[src/rtl/antilog_iter.sv]
// Sequential fixed-point antilog y = 2^x: one shared 32x32 multiply per fractional bit,
// then a barrel-shift normalise. Define ANTILOG_ROUND_EN for round-half-up instead of truncation.
module antilog_iter #(
  parameter int INT_W    = 6,
  parameter int FRAC_W   = 16,
  parameter int OUT_W    = 64,
  parameter int OUT_FRAC = 16
) (
  input  logic                    clk,
  input  logic                    rst_n,
  input  logic                    in_valid,
  output logic                    in_ready,
  input  logic [INT_W+FRAC_W-1:0] x,
  output logic                    out_valid,
  input  logic                    out_ready,
  output logic [OUT_W-1:0]        y,
  output logic                    ovf
);
  localparam int          XW   = INT_W + FRAC_W;
  localparam int          CW   = $clog2(FRAC_W + 2);
  localparam int          WW   = OUT_W + 32;
  localparam int          SH   = 30 - OUT_FRAC;
  localparam int          HB   = (SH > 0) ? SH - 1 : 0;
  localparam logic [31:0] ONE  = 32'h4000_0000;
  localparam logic [31:0] KSAT = 32'(OUT_W - OUT_FRAC);

  typedef enum logic [1:0] {IDLE, ITER, NORM, DONE} state_e;

  state_e            state_q, state_d;
  logic [INT_W-1:0]  k_q, k_d;
  logic [FRAC_W-1:0] frac_q, frac_d;
  logic [31:0]       m_q, m_d;
  logic [CW-1:0]     i_q, i_d;
  logic [OUT_W-1:0]  y_q, y_d;
  logic              ovf_q, ovf_d;

  // C[i] = round(2^(2^-i) * 2^30)
  function automatic logic [31:0] rom_c(input logic [CW-1:0] idx);
    logic [31:0] c;
    case (int'(idx))
      1:       c = 32'd1518500250;
      2:       c = 32'd1276901417;
      3:       c = 32'd1170923762;
      4:       c = 32'd1121280436;
      5:       c = 32'd1097253708;
      6:       c = 32'd1085434106;
      7:       c = 32'd1079572136;
      8:       c = 32'd1076653033;
      9:       c = 32'd1075196443;
      10:      c = 32'd1074468888;
      11:      c = 32'd1074105294;
      12:      c = 32'd1073923544;
      13:      c = 32'd1073832680;
      14:      c = 32'd1073787251;
      15:      c = 32'd1073764537;
      16:      c = 32'd1073753181;
      default: c = ONE;
    endcase
    return c;
  endfunction

  logic [63:0] prod, prod_r;
  logic [31:0] m_mul;
  assign prod = 64'(m_q) * 64'(rom_c(i_q));
`ifdef ANTILOG_ROUND_EN
  assign prod_r = prod + 64'h2000_0000;
`else
  assign prod_r = prod;
`endif
  assign m_mul = prod_r[61:30];

  logic [31:0]   k_ext;
  logic          sat;
  logic [WW-1:0] wide, wide_r, shr;
  assign k_ext = {{(32-INT_W){1'b0}}, k_q};
  assign sat   = (k_ext >= KSAT);
  assign wide  = WW'(m_q) << k_q;
`ifdef ANTILOG_ROUND_EN
  // Half-LSB only matters while the shift is still a net right shift.
  assign wide_r = (k_ext < 32'(SH)) ? wide + (WW'(1) << HB) : wide;
`else
  assign wide_r = wide;
`endif
  assign shr = wide_r >> SH;

  logic unused_bits;
  assign unused_bits = ^{prod_r[63:62], prod_r[29:0], shr[WW-1:OUT_W]};

  always_ff @(posedge clk) begin
    if (!rst_n) begin
      state_q <= IDLE;
      k_q     <= '0;
      frac_q  <= '0;
      m_q     <= ONE;
      i_q     <= '0;
      y_q     <= '0;
      ovf_q   <= 1'b0;
    end else begin
      state_q <= state_d;
      k_q     <= k_d;
      frac_q  <= frac_d;
      m_q     <= m_d;
      i_q     <= i_d;
      y_q     <= y_d;
      ovf_q   <= ovf_d;
    end
  end

  always_comb begin
    state_d = state_q;
    k_d     = k_q;
    frac_d  = frac_q;
    m_d     = m_q;
    i_d     = i_q;
    y_d     = y_q;
    ovf_d   = ovf_q;
    unique case (state_q)
      IDLE: begin
        if (in_valid) begin
          k_d     = x[XW-1:FRAC_W];
          frac_d  = x[FRAC_W-1:0];
          m_d     = ONE;
          i_d     = CW'(1);
          state_d = ITER;
        end
      end
      ITER: begin
        // frac_q shifts left so its MSB is always x[FRAC_W-i]
        if (i_q > CW'(FRAC_W)) begin
          state_d = NORM;
        end else begin
          if (frac_q[FRAC_W-1]) m_d = m_mul;
          frac_d = frac_q << 1;
          i_d    = i_q + CW'(1);
        end
      end
      NORM: begin
        if (sat) begin
          y_d   = '1;
          ovf_d = 1'b1;
        end else begin
          y_d   = shr[OUT_W-1:0];
          ovf_d = 1'b0;
        end
        state_d = DONE;
      end
      DONE: begin
        if (out_ready) state_d = IDLE;
      end
      default: state_d = IDLE;
    endcase
  end

  assign in_ready  = (state_q == IDLE);
  assign out_valid = (state_q == DONE);
  assign y         = y_q;
  assign ovf       = ovf_q;

endmodule

[config.mk]
export PLATFORM = sky130hd
export DESIGN_NAME = antilog_iter
export DESIGN_NICKNAME = d
export VERILOG_FILES = /design/src/rtl/antilog_iter.sv
export SDC_FILE = /design/constraint.sdc
export NUM_CORES = 2
export LEC_CHECK = 0
export CAP_MARGIN = 10
export CORE_UTILIZATION = 55
export CTS_BUF_LIST = sky130_fd_sc_hd__clkbuf_16
export DETAILED_ROUTE_END_ITERATION = 6
export PLACE_DENSITY = 0.78
export REMOVE_ABC_BUFFERS = 1
export SETUP_SLACK_MARGIN = 0.3
export SYNTH_ARGS = -nofsm -noshare
export SYNTH_HDL_FRONTEND = slang
export SYNTH_SLANG_ARGS = --single-unit
[constraint.sdc]
create_clock -name clk -period 12.8 [get_ports clk]
set_input_delay 2.56 -clock clk [delete_from_list [all_inputs] [get_ports clk]]
set_output_delay 2.56 -clock clk [all_outputs]
set_load 0.02 [all_outputs]
==> results.txt <==
----------------------------------------------------
[Job]
  Max-cap viol count ... 0

[Floorplanning]
  Number of rows in the core area ... 97
  Overall die height ... 268 µm
  Die Footprint ... 0.0718 mm²
  Top-level port count ... 93
  CORE AREA ... 0.0700 mm²
  Die width ... 268 µm
  Effective utilization at floorplan ... 55.6%

[Clocking]
  Clock latency on the worst-skew pair ... 470 ps
  Count of cells resized by post-cts repair ... 0
  Number of buffers created by CTS ... 17
  Deepest level of the CTS H-tree ... 4
  Setup Fix Bufs, Post-CTS ... 0
  Clock root cell ... sky130_fd_sc_hd__clkbuf_16
  Clk sinks ... 155
  Number of buffers between clock root and the deepest sink ... 2
  Worst-path clk slew ... 80 ps
  TritonCTS clock tree ... yes
  Post-CTS Hold Fix Bufs ... 0

[Worst setup path]
  Cell with the largest stage delay on the worst path ... sky130_fd_sc_hd__dfxtp_1
  Bufs and invs on worst path ... 4
  Longest individual stage delay on the worst path ... 1160 ps
  Cell type group with the largest total delay on the critical path ... adder cells
  Critical path startpoint category ... register
  Last element of the critical path ... m_q[22]$_SDFFE_PN0P_
  Kind of end point of the critical path ... register
  Arrival time at the worst endpoint ... 9020 ps
  Launch point of the worst path ... m_q[8]$_SDFFE_PN0P_
  Top cell by count, worst path ... sky130_fd_sc_hd__fa_1
  Number of cells on the critical path ... 24
  Largest fanout of any net on the critical path ... 22
  Reg-to-Reg End ... m_q[22]$_SDFFE_PN0P_
  Number of cells on the worst reg-to-reg path ... 24
  Critical path cell sequence ... buf_4 -> nand2_1 -> fa_1 -> inv_1 -> fa_1 -> inv_1 -> fa_1 -> inv_1 -> fa_1 -> fa_1 -> fa_1 -> fa_1 -> fa_1 -> ha_1 -> a21oi_1 -> o21ai_0 -> a211oi_1 -> nand2_1 -> o221ai_1 -> nand4_1 -> a41oi_1 -> o21ai_2 -> a211o_1 -> o211ai_1
  Worst EP required ... 13190 ps
  Register-to-register path setup slack ... 4170 ps
  Classification of the worst setup path ... register to register
  Startpoint of the worst register-to-register path ... m_q[8]$_SDFFE_PN0P_

[Global route]
  Pin count of the biggest net entering global routing ... 72
  Overflow after GRT ... 0
  Number of antenna violations at the first check in global routing ... 5
  Via count of the first global-routing pass ... 32400
  Overall fraction of global-route tracks in use ... 31.3%
  First-pass GRT wire length ... 173 mm

[Layout]
  Sequential cell area ... 0.00312 mm²
  Footprint of the multi-input gates ... 0.0314 mm²
  Area Overhead vs Synth ... 5.35%
  Fraction of layout cells with a size suffix above 1 ... 3.56%
  Utilization after layout ... 58.6%
  Total of fill cells in the finished design ... 6071
  Final Non-Filler Cells ... 5265
  Final nets ... 5457

[Route]
  First-pass DRT Iterations ... 7
  Wire length reported by the detailed router ... 108 mm
  Number of DRC markers in iteration 0 ... 2928
  Number of routed nets with antenna violations ... 0
  Routed wirelength normalized by instance count ... 20.4 µm
  DRC errors left ... 0
  Drt via density ... 5.79
  DR vias ... 30500

[Power]
  IR Drop Worst-Case VDD ... 0.141 mV
  PwrDens ... 76.5 mW/mm²
  LEAKAGE ... 20.3 nW
  Total Power ... 0.00314 W

[Synthesis]
  Post-synth EDFFs ... 0
  Flip-flop and latch count after synthesis ... 155
  Mean cell area of the mapped netlist ... 8.82 µm²
  Yosys warns ... 0
  Share of flip-flops with an asynchronous set or reset after synthesis ... 0%
  Most frequently used flop master after synthesis ... sky130_fd_sc_hd__dfxtp_1
  Unique masters post-synth ... 71
  Post-synth design cell area ... 0.0389 mm²
  Biggest area contributors in the synthesized netlist ... sky130_fd_sc_hd__fa_1 (43%), sky130_fd_sc_hd__ha_1 (9.2%), sky130_fd_sc_hd__and2_1 (8.5%)
  Synthesized instance count ... 4415
  Part of the Yosys area used for sequential elements ... 7.97%
  Leading area contributor after synthesis ... sky130_fd_sc_hd__fa_1
  Yosys top cell area share ... 42.9%

[Timing]
  RSZ-0062 raised after global routing ... false
  Worst-case hold slack ... 461 ps
  Final min period ... 8630 ps
  Max-Slew Margin vs Limit ... 15.6%
  Pins over their slew limit ... 0
  Worst clock skew ... 16.4 ps
  Achievable frequency ... 0.116 GHz
  # setup viols final ... 0
  Final clock period utilization by the worst path ... 67.4%
  Final total negative setup slack ... 0 ps
  Number of hold-slack violations in the final timing report ... 0
  Worst Tran Pin Value ... 1260 ps

[Hold path]
  Worst min-delay path category ... register to register

[Run status]
  Status ... completed

[Placement]
  Number of instances in the placed design ... 5230
  HPWL after detailed placement ... 78.9 mm
  Placer's final routability congestion estimate ... 0.934
  Number of port buffers ... 92

----------------------------------------------------
[synthesized netlist by cell type (all sizes together), types with 4 or more instances]
library cell    n
o221ai         16
nor2          143
mux2            9
mux2i          66
nand2         586
and3           18
nand2b          9
a21boi          5
a21oi         178
o211ai          9
xnor2          21
a31oi          24
dfxtp         155
fa            834
a311oi          6
xor2           17
o21a            5
nor3           29
or2             6
o21ai          95
o21bai         11
nor2b          14
nand4          20
a22oi           8
clkbuf        254
a21o           20
o22ai          16
nand3          26
and2          529
or3             7
o31ai           4
buf            24
mux4           16
inv           880
o2111ai         4
ha            287
a211oi         25
a221oi          6
[final cells by class]
| cell class | count | share of cell area [%] |
|---|---|---|
| Multi-Input combinational cell | 3101 | 76.7 |
| Inverter | 881 | 8.07 |
| Sequential cell | 155 | 7.60 |
| Timing Repair Buffer | 154 | 3.38 |
| Tap cell | 940 | 2.87 |
| Clock buffer | 17 | 1.04 |
| Clock inverter | 14 | 0.333 |
| Antenna cell | 3 | 0.0183 |
[layer usage]
layer,GRT usage (%),wire length [µm],up-vias
met5,0,24,-
met4,15.2,5670,4
met3,6.47,10300,395
li1,-,-,13100
met1,40.2,40900,15300
met2,50.5,50700,1624
[logic make-up (layout without fill, tap and decap cells)]
| kind of cell | count (synthesis) | count (layout) | share of synthesized area (%) |
|---|---|---|---|
| adders and majority gates | 1121 | 1121 | 52.1 |
| and+or+nand+nor | 1395 | 1395 | 17.6 |
| muxes | 91 | 91 | 2.88 |
| xor gates and xnor gates | 38 | 38 | 0.923 |
| other | 0 | 3 | 0 |
| buffers and inverters | 1159 | 1066 | 11.2 |
| AOI/OAI and AO/OA | 456 | 456 | 7.21 |
| DFF | 155 | 155 | 7.97 |
[per-stage QoR]
| step | cell area [µm²] | worst slack [ps] |
|---|---|---|
| finish | 41000 | 4170 |
| global route | 41000 | 3910 |
| CTS | 41000 | 4390 |
| detailed placement | 40400 | 4420 |
| global placement | 40400 | 4510 |
| floorplan | 37900 | 5570 |
[power breakdown]
part	total, W	internal (W)	leakage, nW	switching, W
logic	0.00182	0.000606	18.7	0.00121
registers	0.000817	0.000580	1.27	0.000237
clock network	0.000505	0.000270	0.263	0.000235
[layout by cell type, fill, tap and decap left out, types with 17 or more instances in the layout]
cell	n
sky130_fd_sc_hd__a211oi_1	25
sky130_fd_sc_hd__a21o_1	20
sky130_fd_sc_hd__a21oi_1	176
sky130_fd_sc_hd__a31oi_1	24
sky130_fd_sc_hd__and2_1	529
sky130_fd_sc_hd__and3_1	18
sky130_fd_sc_hd__buf_4	62
sky130_fd_sc_hd__clkbuf_16	17
sky130_fd_sc_hd__clkdlybuf4s50_1	92
sky130_fd_sc_hd__dfxtp_1	143
sky130_fd_sc_hd__fa_1	834
sky130_fd_sc_hd__ha_1	286
sky130_fd_sc_hd__inv_1	877
sky130_fd_sc_hd__mux2i_1	66
sky130_fd_sc_hd__nand2_1	583
sky130_fd_sc_hd__nand3_1	26
sky130_fd_sc_hd__nand4_1	19
sky130_fd_sc_hd__nor2_1	143
sky130_fd_sc_hd__nor3_1	29
sky130_fd_sc_hd__o21ai_0	86
sky130_fd_sc_hd__xnor2_1	19
sky130_fd_sc_hd__xor2_1	17
[worst min path at each step]
stage	start	endpoint	slack (ps)	cells past startpoint
after floorplan	frac_q[0]$_SDFFE_PN0P_	frac_q[0]$_SDFFE_PN0P_	450	2
after CTS	y[30]$_SDFFE_PN0P_	y[30]$_SDFFE_PN0P_	460	2
after global placement	ovf$_SDFFE_PN0P_	ovf$_SDFFE_PN0P_	450	2
after detailed placement	y[30]$_SDFFE_PN0P_	y[30]$_SDFFE_PN0P_	450	2
after global routing	y[21]$_SDFFE_PN0P_	y[21]$_SDFFE_PN0P_	480	2
final	y[30]$_SDFFE_PN0P_	y[30]$_SDFFE_PN0P_	460	2
[tightest hold or removal path: stages, from the launching register on]
cell	delay (ps)
sky130_fd_sc_hd__dfxtp_1	310
sky130_fd_sc_hd__nand2_1	60
sky130_fd_sc_hd__a21oi_1	50
Note: power is estimated with default switching activity, not from simulation.
